### src/rtl/fetch_unit_pkg.sv
// Shared constants for the fetch stage: instruction field widths, opcode values
// and the fetch FSM state encoding.
package fetch_unit_pkg;

  localparam int INSTR_W = 8;
  localparam int OPC_W   = 3;
  localparam int IMM_W   = 5;

  localparam logic [OPC_W-1:0] OP_R   = 3'b000;
  localparam logic [OPC_W-1:0] OP_LI  = 3'b001;
  localparam logic [OPC_W-1:0] OP_LD  = 3'b010;
  localparam logic [OPC_W-1:0] OP_ST  = 3'b011;
  localparam logic [OPC_W-1:0] OP_CMP = 3'b100;
  localparam logic [OPC_W-1:0] OP_J   = 3'b101;
  localparam logic [OPC_W-1:0] OP_JC  = 3'b110;
  localparam logic [OPC_W-1:0] OP_JCN = 3'b111;

  typedef enum logic [2:0] {
    IDLE   = 3'd0,
    FETCH  = 3'd1,
    WAIT   = 3'd2,
    DECODE = 3'd3,
    EXEC   = 3'd4,
    HALT   = 3'd5
  } fetch_state_t;

endpackage

### src/rtl/fetch_unit_if.sv
// Instruction-memory read port between the fetch unit (master) and imem (slave).
interface fetch_unit_if #(
  parameter int ADDR_W = 8
);
  import fetch_unit_pkg::*;

  // Handshake: imem_req rises with a valid imem_addr and stays high (address
  // stable) until the slave returns a single-cycle imem_ack carrying imem_rdata.
  // An imem_ack while imem_req is low carries no transfer and is ignored.
  logic              imem_req;
  logic [ADDR_W-1:0] imem_addr;
  logic              imem_ack;
  logic [INSTR_W-1:0] imem_rdata;

  modport master (
    output imem_req,
    output imem_addr,
    input  imem_ack,
    input  imem_rdata
  );

  modport slave (
    input  imem_req,
    input  imem_addr,
    output imem_ack,
    output imem_rdata
  );

endinterface

### src/rtl/fetch_unit_branch_resolve.sv
// Branch decision: unconditional J, or JC taken when the equality test
// (optionally inverted by NEQ) holds.
module branch_resolve (
  input  logic j,
  input  logic jc,
  input  logic neq,
  input  logic eq_flag,
  output logic taken
);

  assign taken = j | (jc & (eq_flag ^ neq));

endmodule

### src/rtl/fetch_unit.sv
// Fetch stage: owns PC and IR, sequences imem reads, waits for execution, then
// advances or branches. Define FETCH_TIMEOUT_EN to add the WAIT watchdog and HALT.
module fetch_unit
  import fetch_unit_pkg::*;
#(
  parameter int                ADDR_W      = 8,
  parameter logic [ADDR_W-1:0] RESET_PC    = '0,
  parameter int                TIMEOUT_CYC = 15
) (
  input  logic               clk,
  input  logic               rst_n,
  input  logic               run,
  fetch_unit_if.master       imem,
  output logic [OPC_W-1:0]   OPCode,
  output logic [IMM_W-1:0]   imm,
  output logic               instr_valid,
  input  logic               J,
  input  logic               JC,
  input  logic               NEQ,
  input  logic               eq_flag,
  input  logic [ADDR_W-1:0]  jump_target,
  input  logic               exec_done,
  output logic [ADDR_W-1:0]  pc,
  output logic               fetch_err,
  output fetch_state_t       state_dbg
);

  fetch_state_t       state;
  logic [INSTR_W-1:0] ir;
  logic               req;
  logic               taken;

  branch_resolve u_branch (
    .j       (J),
    .jc      (JC),
    .neq     (NEQ),
    .eq_flag (eq_flag),
    .taken   (taken)
  );

  assign imem.imem_req  = req;
  assign imem.imem_addr = pc;
  assign OPCode         = ir[INSTR_W-1 -: OPC_W];
  assign imm            = ir[IMM_W-1:0];
  assign state_dbg      = state;

`ifdef FETCH_TIMEOUT_EN
  localparam int WD_W = (TIMEOUT_CYC < 2) ? 1 : $clog2(TIMEOUT_CYC);
  localparam logic [WD_W-1:0] WD_LAST = WD_W'(TIMEOUT_CYC - 1);

  logic [WD_W-1:0] wd;
  logic            err;

  assign fetch_err = err;
`else
  // The limit only matters when the watchdog is built in.
  assign fetch_err = 1'b0 & (TIMEOUT_CYC != 0);
`endif

  always_ff @(posedge clk) begin
    if (!rst_n) begin
      state       <= IDLE;
      pc          <= RESET_PC;
      ir          <= '0;
      req         <= 1'b0;
      instr_valid <= 1'b0;
`ifdef FETCH_TIMEOUT_EN
      wd          <= '0;
      err         <= 1'b0;
`endif
    end else begin
      case (state)
        IDLE: begin
          if (run) begin
            state <= FETCH;
            req   <= 1'b1;
          end
        end
        FETCH: begin
`ifdef FETCH_TIMEOUT_EN
          wd <= '0;
`endif
          // A zero-latency ack lands here and skips WAIT entirely.
          if (imem.imem_ack) begin
            ir          <= imem.imem_rdata;
            req         <= 1'b0;
            instr_valid <= 1'b1;
            state       <= DECODE;
          end else begin
            state <= WAIT;
          end
        end
        WAIT: begin
          if (imem.imem_ack) begin
            ir          <= imem.imem_rdata;
            req         <= 1'b0;
            instr_valid <= 1'b1;
            state       <= DECODE;
          end
`ifdef FETCH_TIMEOUT_EN
          else if (wd == WD_LAST) begin
            req   <= 1'b0;
            err   <= 1'b1;
            state <= HALT;
          end else begin
            wd <= wd + WD_W'(1);
          end
`endif
        end
        DECODE: begin
          state <= EXEC;
        end
        EXEC: begin
          if (exec_done) begin
            pc          <= taken ? jump_target : pc + ADDR_W'(1);
            instr_valid <= 1'b0;
            if (run) begin
              state <= FETCH;
              req   <= 1'b1;
            end else begin
              state <= IDLE;
            end
          end
        end
`ifdef FETCH_TIMEOUT_EN
        HALT: begin
          state <= HALT;
        end
`endif
        default: begin
          state <= IDLE;
        end
      endcase
    end
  end

endmodule

### src/flat_wrapper.sv
// flat-port wrapper written by rule: the top's interface ports become plain ports
module fetch_unit_flat import fetch_unit_pkg::*;
#(
  parameter int                ADDR_W      = 8,
  parameter logic [ADDR_W-1:0] RESET_PC    = '0,
  parameter int                TIMEOUT_CYC = 15
)
  (clk, rst_n, run, OPCode, imm, instr_valid, J, JC, NEQ, eq_flag, jump_target, exec_done, pc, fetch_err, state_dbg, imem_imem_req, imem_imem_addr, imem_imem_ack, imem_imem_rdata);
  fetch_unit_if #(.ADDR_W(ADDR_W)) imem_i ();
  input  logic clk;
  input  logic rst_n;
  input  logic run;
  output logic [OPC_W-1:0] OPCode;
  output logic [IMM_W-1:0] imm;
  output logic instr_valid;
  input  logic J;
  input  logic JC;
  input  logic NEQ;
  input  logic eq_flag;
  input  logic [ADDR_W-1:0] jump_target;
  input  logic exec_done;
  output logic [ADDR_W-1:0] pc;
  output logic fetch_err;
  output fetch_state_t state_dbg;
  output wire logic [$bits(imem_i.imem_req)-1:0] imem_imem_req;
  output wire logic [$bits(imem_i.imem_addr)-1:0] imem_imem_addr;
  input wire logic [$bits(imem_i.imem_ack)-1:0] imem_imem_ack;
  input wire logic [$bits(imem_i.imem_rdata)-1:0] imem_imem_rdata;
  assign imem_imem_req = imem_i.imem_req;
  assign imem_imem_addr = imem_i.imem_addr;
  assign imem_i.imem_ack = imem_imem_ack;
  assign imem_i.imem_rdata = imem_imem_rdata;
  fetch_unit #(.ADDR_W(ADDR_W), .RESET_PC(RESET_PC), .TIMEOUT_CYC(TIMEOUT_CYC)) u_core (.clk(clk), .rst_n(rst_n), .run(run), .imem(imem_i), .OPCode(OPCode), .imm(imm), .instr_valid(instr_valid), .J(J), .JC(JC), .NEQ(NEQ), .eq_flag(eq_flag), .jump_target(jump_target), .exec_done(exec_done), .pc(pc), .fetch_err(fetch_err), .state_dbg(state_dbg));
endmodule
### config.mk
export PLATFORM = sky130hd
export DESIGN_NAME = fetch_unit_flat
export DESIGN_NICKNAME = d
export VERILOG_FILES = /design/src/rtl/fetch_unit_pkg.sv /design/src/rtl/fetch_unit_if.sv /design/src/rtl/fetch_unit_branch_resolve.sv /design/src/rtl/fetch_unit.sv /design/src/flat_wrapper.sv
export SDC_FILE = /design/constraint.sdc
export NUM_CORES = 1
export LEC_CHECK = 0
export ABC_CLOCK_PERIOD_IN_PS = 2050
export CORE_ASPECT_RATIO = 0.7
export CORE_MARGIN = 2
export CORE_UTILIZATION = 45
export CTS_CLUSTER_DIAMETER = 200
export DETAILED_ROUTE_END_ITERATION = 8
export DONT_BUFFER_PORTS = 1
export GPL_ROUTABILITY_DRIVEN = 1
export GPL_TIMING_DRIVEN = 0
export MAX_ROUTING_LAYER = met4
export PLACE_DENSITY = 0.57
export SETUP_SLACK_MARGIN = 0.05
export SLEW_MARGIN = 25
export SYNTH_ARGS = -nofsm -noshare
export SYNTH_HDL_FRONTEND = slang
export SYNTH_SLANG_ARGS = --single-unit
### constraint.sdc
create_clock -name clk -period 2.05 [get_ports clk]
set_input_delay 0.41 -clock clk [delete_from_list [all_inputs] [get_ports clk]]
set_output_delay 0.41 -clock clk [all_outputs]
set_load 0.1 [all_outputs]
==> impl_metrics.py, run 1 <==
metrics = {
    "setup_path": {
        "path_max_fanout": 10,
        "crit_required_ps": 2310,
        "worstSetupStartpoint": "u_core.state_dbg[1]",
        "crit_path_end_kind": "flop",
        "cp-start-kind": "flop",
        "timing.rr.start": "u_core.state_dbg[1]",
        "worst-endpoint-arrival_ps": 2200,
        "crit_type": "flop to flop",
    },
    "synthesis": {
        "synth_seq_cells": 21,
        "synthFlopType": "dfxtp_1",
        "ys_top_cells_by_count": "21 x dfxtp_1, 13 x nor2_1, 11 x nand2_1",
        "synth.avg_cell_area_um2": 8.47,
        "synth-compound-area-share_pct": 15.5,
        "yosysSeqAreaShare_pct": 37.6,
        "ys_types": 40,
        "yosysWarnings": 0,
        "yosysTopAreaCell": "dfxtp_1",
        "synth_edf_count": 0,
        "async_reset_ff_share_pct": 0,
        "synthAdderAreaFrac_pct": 2.01,
        "synthTopCellsByArea": "dfxtp_1 38%, mux2i_1 8.1%, buf_4 6.7%, nor2_1 4.4%, nand2_1 3.7%",
        "synth_top_family_by_area": "simple AND/OR/NAND/NOR gates",
        "yosys.area_share.simple_pct": 24.4,
        "synthMuxAreaShare_pct": 8.05,
        "syn_inst": 132,
        "syn_nets": 158,
        "syn_area_mm2": 0.00112,
        "synth_top_area_share_pct": 37.6,
        "yosysMostFrequentCell": "dfxtp_1",
        "synth_xor_area_share_pct": 1.57,
    },
    "global_routing": {
        "grt_pass1_wl_um": 3860,
        "antenna_found_initial": 0,
        "overflow": 0,
        "grt_usage_pct": 18.4,
        "grt_max_degree": 13,
        "grt_pass1_vias": 774,
    },
    "sta": {
        "fmax_mhz": 514,
        "skew_ps": 8.43,
        "maxSlewViolCount": 0,
        "min_period_ps": 1950,
        "tns_ps": 0,
        "finalSetupViolations": 0,
        "tightest_slew_ps": 974,
        "hold_viol": 0,
        "relSlewSlack_pct": 35.0,
        "grt_setup_unrepaired": "no",
        "timing.final.crit_share_pct": 94.9,
        "fin_hold_ws_ps": 239,
    },
    "layout": {
        "fin_nets": 162,
        "n_antenna_cell": 0,
        "areaGrowthSynthToFinish_pct": 8.73,
        "post_route_cells_drive_above_1_share_pct": 22.2,
        "final_util_pct": 50.6,
    },
    "power": {
        "p_switching_w": 0.000630,
        "leakage_nw": 0.443,
        "seqPwrFrac_pct": 63.9,
        "internal-power_w": 0.000628,
        "p_sw_share_pct": 50.1,
        "powerDensity_mw_per_mm2": 1030,
        "p_clk_share_pct": 16.3,
        "irDropWorstVdd_uv": 518,
        "comb_power_share_pct": 19.8,
    },
    "clock_network": {
        "clk_latency_ps": 310,
        "htreeDepth": 1,
        "cts_tree": "yes",
        "cts.path.max_buffers": 2,
        "cts_buffers": 3,
        "cts_root_buffer": "clkbuf_4",
        "path_clk_slew_ps": 120,
        "clkSinkCount": 21,
    },
    "placed_design": {
        "numPortBuffers": 0,
        "post-dp-hpwl_um": 1910,
        "gp_congestion": 0.892,
    },
    "run": {
        "cap_violations": 0,
    },
    "floorplanning": {
        "dieArea_mm2": 0.00291,
        "chipHeight_um": 45.7,
        "fp.dieW_um": 63.6,
        "pin_count": 55,
        "num_rows": 15,
        "start_util_pct": 46.6,
        "coreArea_mm2": 0.00240,
    },
    "routing": {
        "finalWirelength_um": 2540,
        "viasPerCell": 5.81,
        "drt_first_pass_iters": 4,
        "dr.first_iter.drc_count": 55,
        "wl_per_cell_um": 15.0,
        "drt.antenna.violating_nets": 0,
        "vias": 982,
        "drc": 0,
    },
    "hold_path": {
        "hp-class": "input port to flop",
        "min_from": "imem_imem_rdata[5]",
    },
    "status": {
        "status": "complete, no violations",
    },
}
critical path, stage by stage, from the launching register on:
cell	delay [ps]
dfxtp_2	510
buf_6	220
nand4bb_1	170
buf_2	200
or3_1	300
or4_1	400
nand4_1	90
power by group through the flow:
stage / logic [W] / clock network (W) / registers [W]
final: 0.000250 / 0.000205 / 0.000804
after floorplan: 0.000212 / 0 / 0.000808
after global routing: 0.000274 / 0.000235 / 0.000810
after CTS: 0.000243 / 0.000216 / 0.000805
after global placement: 0.000236 / 0 / 0.000817
after detailed placement: 0.000243 / 0 / 0.000817
kinds of logic after synthesis:
logic type	after synthesis
fa+ha+maj	2
simple gates	52
compound gates	26
mux	9
buf+inv	19
other cells	1
flops	21
xor+xnor	2
path summary, 6_finish.rpt:
path / depth (start not counted) / slack [ps] / endpoint
worst min-delay path: 2 / 240 / u_core.ir[5]
worst max register to register: 6 / 100 / u_core.imem.imem_addr[5]
worst min register to register: 2 / 660 / u_core.imem.imem_addr[0]
worst max-delay path: 6 / 100 / u_core.imem.imem_addr[5]
routing by layer:
layer  track usage (%)  up-vias  routed length [um]
met5                 -        -                   0
met4              5.22        0                  11
met3              7.67        2                 255
met2              26.1       49                1120
met1              24.1      446                1150
li1                  -      485                   -
timing repair:
| action | CTS | global route |
|---|---|---|
| setup endpoints to repair | 4 | 11 |
| buffers inserted | 0 | 0 |
| hold endpoints to repair | 0 | 0 |
| hold buffers | 0 | 0 |
| gates resized for setup | 6 | 3 |
cell type report:
class / count / area (um2)
Tap cell: 34 / 42.5
Clock inverter: 1 / 5.00
Inverter: 4 / 15.0
Fill cell: 249 / 1190
Buffer: 14 / 98.8
Sequential cell: 21 / 447
Clock buffer: 3 / 22.5
Multi-Input combinational cell: 92 / 586
flip-flops by register name, indices dropped and copies added, names as in the netlist:
signal                 flops
u_core.ir                  8
u_core.state_dbg           3
u_core.imem.imem_req       1
u_core.imem.imem_addr      8
u_core.instr_valid         1
layout by cell type (no fill, tap or decap), drive strengths merged:
cell,instances
and3,3
nand2b,1
nor4,2
and4bb,1
ha,1
nor4b,1
mux2i,9
o221ai,2
nand3,6
conb,1
or4,2
o21ai,4
dfxtp,21
o2111ai,1
xnor2,1
a21oi,4
buf,13
a41oi,2
maj3,1
nand2,11
xor2,1
nor2b,3
clkinv,1
or3,3
a31oi,5
a21o,1
nand4,3
o22ai,3
o311ai,1
nor2,14
a2bb2oi,1
inv,4
a211oi,2
nand4bb,1
nor3,1
clkbuf,4
stage by stage:
step / total power (W) / setup WS, ps / instances / instance area (um2)
floorplan: 0.00102 / -10.7 / 132 / 1130
global placement: 0.00105 / -88.2 / 166 / 1170
detailed placement: 0.00106 / -128 / 166 / 1170
CTS: 0.00126 / 75.2 / 170 / 1210
global route: 0.00132 / 57.8 / 169 / 1220
finish: 0.00126 / 104 / 169 / 1220
(Power assumes the default switching activity.)
==> run 2: changes to the inputs <==
Settings changed: ABC_CLOCK_PERIOD_IN_PS 2050 to 2100.
Clock period 2.05 ns to 2.1 ns, I/O delays scaled along.
==> impl_metrics.py, run 2 (same netlist as run 1, synthesis figures left out) <==
metrics = {
    "status": {
        "status": "complete, no violations",
    },
    "clock_network": {
        "path_clk_slew_ps": 130,
        "cts_buffers": 3,
        "cts_tree": "yes",
        "clk_latency_ps": 310,
        "htreeDepth": 1,
        "cts.path.max_buffers": 2,
        "post_cts_buffers": 0,
        "ctsHoldBuffers": 0,
        "clkSinkCount": 21,
        "cts_root_buffer": "clkbuf_4",
    },
    "floorplanning": {
        "num_rows": 15,
        "coreArea_mm2": 0.00240,
        "fp.dieW_um": 63.6,
        "dieArea_mm2": 0.00291,
        "chipHeight_um": 45.7,
        "start_util_pct": 46.6,
        "pin_count": 55,
    },
    "routing": {
        "drc": 0,
        "finalWirelength_um": 2540,
        "dr.first_iter.drc_count": 58,
        "drt_first_pass_iters": 4,
        "wl_per_cell_um": 14.9,
        "vias": 980,
        "viasPerCell": 5.76,
        "drt.antenna.violating_nets": 0,
    },
    "hold_path": {
        "hp-class": "input port to flop",
        "min_from": "imem_imem_rdata[5]",
    },
    "setup_path": {
        "cp-start-kind": "flop",
        "worstSetupStartpoint": "u_core.state_dbg[0]",
        "crit_path_end_kind": "flop",
        "path_max_fanout": 10,
        "timing.rr.start": "u_core.state_dbg[0]",
        "crit_type": "flop to flop",
        "crit_required_ps": 2360,
        "worst-endpoint-arrival_ps": 2210,
        "rrSetupSlack_ps": 150,
    },
    "sta": {
        "grt_setup_unrepaired": "no",
        "finalSetupViolations": 0,
        "setup_ws_ps": 148,
        "tns_ps": 0,
        "tightest_slew_ps": 974,
        "maxSlewViolCount": 0,
        "min_period_ps": 1950,
        "relSlewSlack_pct": 35.0,
        "hold_viol": 0,
        "timing.final.crit_share_pct": 93.0,
        "skew_ps": 9.09,
        "fmax_mhz": 512,
        "fin_hold_ws_ps": 247,
    },
    "layout": {
        "n_antenna_cell": 0,
        "post_route_cells_drive_above_1_share_pct": 22.1,
        "final_cell_mix": "13 x nor2_1, 11 x nand2_1, 10 x buf_4, 10 x dfxtp_1, 9 x mux2i_1",
        "fin_cells": 170,
        "layout_commonest_cell": "nor2_1",
        "areaGrowthSynthToFinish_pct": 8.84,
        "fin_nets": 163,
    },
    "placed_design": {
        "place_ws_ps": -78.3,
        "post-dp-hpwl_um": 1910,
        "dp.cells": 166,
        "gp_congestion": 0.892,
        "numPortBuffers": 0,
    },
    "global_routing": {
        "grt_pass1_vias": 774,
        "grt_pass1_wl_um": 3860,
        "antenna_found_initial": 0,
        "overflow": 0,
        "grt_usage_pct": 18.4,
        "grt_max_degree": 13,
    },
    "power": {
        "irDropWorstVdd_uv": 507,
        "leakage_nw": 0.444,
        "p_total_w": 0.00123,
        "powerDensity_mw_per_mm2": 1010,
    },
    "run": {
        "cap_violations": 0,
    },
}
-- run 2: changes by cell type in the layout (fill, tap and decap cells not counted) --
cell | before | now
dfxtp_4 | 5 | 4
dfxtp_2 | 6 | 7
clkbuf_1 | 1 | 2
-- run 2: repair_timing --
action | in CTS | in global routing
gates cloned | 0 | 0
resized for setup | 6 | 2
pin swaps | 0 | 0
endpoints found under the setup margin | 4 | 9
endpoints found under the hold margin | 0 | 0
-- run 2: power by group --
group          internal (W)  switching (W)  leakage, nW
logic              0.000101       0.000142        0.249
clock network     0.0000712       0.000130       0.0177
registers          0.000440       0.000343        0.177
-- run 2: area by class of cell --
type	count	area, um2
Tap cell	34	42.5
Inverter	4	15.0
Clock buffer	3	22.5
Clock inverter	1	5.00
Fill cell	248	1180
Sequential cell	21	444
Multi-Input combinational cell	92	586
Buffer	15	103
-- run 2: final timing paths --
kind / end / cells past startpoint
max: u_core.imem.imem_addr[5] / 6
min: u_core.ir[5] / 2
max reg2reg: u_core.imem.imem_addr[5] / 6
min reg2reg: u_core.imem.imem_addr[0] / 2
-- run 2: metrics by stage --
| stage | utilization [%] | instance area (um2) |
|---|---|---|
| global route | 50.7 | 1220 |
| floorplan | - | 1130 |
| global placement | 48.8 | 1170 |
| detailed placement | 48.8 | 1170 |
| CTS | 50.4 | 1210 |
| finish | 50.7 | 1220 |
-- run 2: routing by layer --
metal | vias to the layer above | wire length [um] | global-route usage (%)
met4 | 0 | 11 | 5.22
li1 | 487 | - | -
met2 | 46 | 1120 | 26.1
met5 | - | 0 | -
met3 | 2 | 231 | 7.67
met1 | 445 | 1180 | 24.1
-- run 2: worst max-delay path, stage by stage (launching register included) --
cell,delay [ps]
dfxtp_2,510
buf_4,240
nand4bb_1,160
buf_2,200
or3_1,300
or4_1,400
nand4_1,90
==> run 3: changes to the inputs <==
Settings changed: CORE_ASPECT_RATIO 0.7 to not set, CORE_MARGIN 2 to 4.
==> impl_metrics.py, run 3 (same netlist as run 1, synthesis figures left out) <==
metrics = {
    "clock_network": {
        "htreeDepth": 1,
        "post_cts_buffers": 0,
        "cts_root_buffer": "clkbuf_4",
        "clkSinkCount": 21,
        "cts_tree": "yes",
        "clk_latency_ps": 300,
        "cts_buffers": 3,
        "cts.path.max_buffers": 2,
        "path_clk_slew_ps": 120,
    },
    "placed_design": {
        "place_ws_ps": -51.8,
        "post-dp-hpwl_um": 1990,
        "gp_congestion": 0.811,
        "numPortBuffers": 0,
    },
    "global_routing": {
        "grt_usage_pct": 16.6,
        "grt_pass1_vias": 936,
        "grt_pass1_wl_um": 4320,
        "antenna_found_initial": 0,
        "overflow": 0,
        "grt_max_degree": 12,
    },
    "power": {
        "comb_power_share_pct": 19.8,
        "p_clk_share_pct": 16.1,
        "irDropWorstVdd_uv": 806,
        "p_switching_w": 0.000613,
        "p_sw_share_pct": 49.9,
        "powerDensity_mw_per_mm2": 1020,
        "internal-power_w": 0.000615,
        "p_total_w": 0.00123,
        "leakage_nw": 0.441,
        "seqPwrFrac_pct": 64.1,
    },
    "layout": {
        "post_route_cells_drive_above_1_share_pct": 21.3,
        "final_cell_mix": "13 x nor2_1, 11 x nand2_1, 10 x buf_4, 10 x dfxtp_1, 9 x mux2i_1",
        "final_util_pct": 52.5,
        "seq_area_um2": 442,
        "areaGrowthSynthToFinish_pct": 7.83,
        "n_antenna_cell": 0,
        "fill_cells": 230,
        "fin_nets": 163,
        "multiInputGateArea_um2": 586,
        "layout_commonest_cell": "nor2_1",
    },
    "hold_path": {
        "hp-class": "input port to flop",
    },
    "routing": {
        "wl_met2_um": 1240,
        "viasPerCell": 5.87,
        "finalWirelength_um": 2650,
        "drt_first_pass_iters": 4,
        "vias": 962,
        "wl_met1_um": 1130,
        "dr.first_iter.drc_count": 24,
        "drc": 0,
        "met3_length_um": 260,
        "dr.max_layer_used": "met4",
        "drt.antenna.violating_nets": 0,
        "wl_per_cell_um": 16.2,
    },
    "sta": {
        "tightest_slew_ps": 1000,
        "maxSlewViolCount": 0,
        "setup_ws_ps": 115,
        "finalSetupViolations": 0,
        "min_period_ps": 1990,
        "timing.final.crit_share_pct": 94.5,
        "fmax_mhz": 504,
        "skew_ps": 7.18,
        "hold_viol": 0,
        "relSlewSlack_pct": 33.2,
        "tns_ps": 0,
        "grt_setup_unrepaired": "no",
    },
    "setup_path": {
        "crit_required_ps": 2350,
        "worst-endpoint-arrival_ps": 2240,
        "crit_type": "flop to flop",
        "crit_path_end_kind": "flop",
        "cp-start-kind": "flop",
        "path_max_fanout": 10,
    },
    "floorplanning": {
        "start_util_pct": 48.7,
        "pin_count": 55,
        "fp.dieW_um": 57.9,
        "coreArea_mm2": 0.00230,
        "chipHeight_um": 57.9,
        "num_rows": 17,
        "dieArea_mm2": 0.00335,
    },
    "status": {
        "status": "complete, no violations",
    },
    "run": {
        "cap_violations": 0,
    },
}
run 3: cell count changes in the layout (fill, tap and decap cells not counted), sizes merged:
cell	previous run	this run
clkbuf	5	6
clkinv	1	0
run 3: cell type report:
type                            count  share of cell area, %
Sequential cell                    21                   36.6
Clock buffer                        4                   2.18
Tap cell                           28                   2.90
Multi-Input combinational cell     92                   48.5
Buffer                             15                   8.51
Inverter                            4                   1.24
run 3: worst max-delay path, cell delays in order, from the launching register on:
cell and delay, ps:
dfxtp_2 510, buf_4 240, nand4bb_1 160, buf_2 210
or3_1 300, or4_1 400, nand4_1 90
run 3: what timing repair did:
item	4_1_cts	5_1_grt
setup endpoints to repair	4	7
gates resized for setup	4	3
hold buffers	0	0
gates cloned	0	0
run 3: path summary, 6_finish.rpt:
path                                                 end  cells past startpoint                startpoint  slack (ps)
worst min register to register  u_core.imem.imem_addr[0]                      2  u_core.imem.imem_addr[0]         670
worst min-delay path                        u_core.ir[4]                      2        imem_imem_rdata[4]         260
worst max-delay path            u_core.imem.imem_addr[5]                      6       u_core.state_dbg[0]         110
worst max register to register  u_core.imem.imem_addr[5]                      6       u_core.state_dbg[0]         110
run 3: routing by layer:
| layer | vias up | global-route usage, % |
|---|---|---|
| met5 | - | - |
| met4 | 0 | 2.98 |
| met3 | 2 | 6.68 |
| met2 | 37 | 25.2 |
| met1 | 438 | 21.1 |
| li1 | 485 | - |
run 3: per-stage QoR:
| step | hold WS [ps] | area, um2 | instances |
|---|---|---|---|
| detailed placement | 579 | 1160 | 160 |
| global route | 263 | 1210 | 164 |
| floorplan | 567 | 1130 | 132 |
| finish | 259 | 1210 | 164 |
| global placement | 570 | 1160 | 160 |
| CTS | 251 | 1200 | 164 |
run 3: power groups by stage:
stage          sequential (W)  clock [W]  combinational (W)
2_1_floorplan        0.000789          0           0.000207
5_1_grt              0.000794   0.000226           0.000269
3_3_place_gp         0.000799          0           0.000231
6_report             0.000787   0.000198           0.000244
4_1_cts              0.000790   0.000207           0.000240
3_5_place_dp         0.000800          0           0.000239
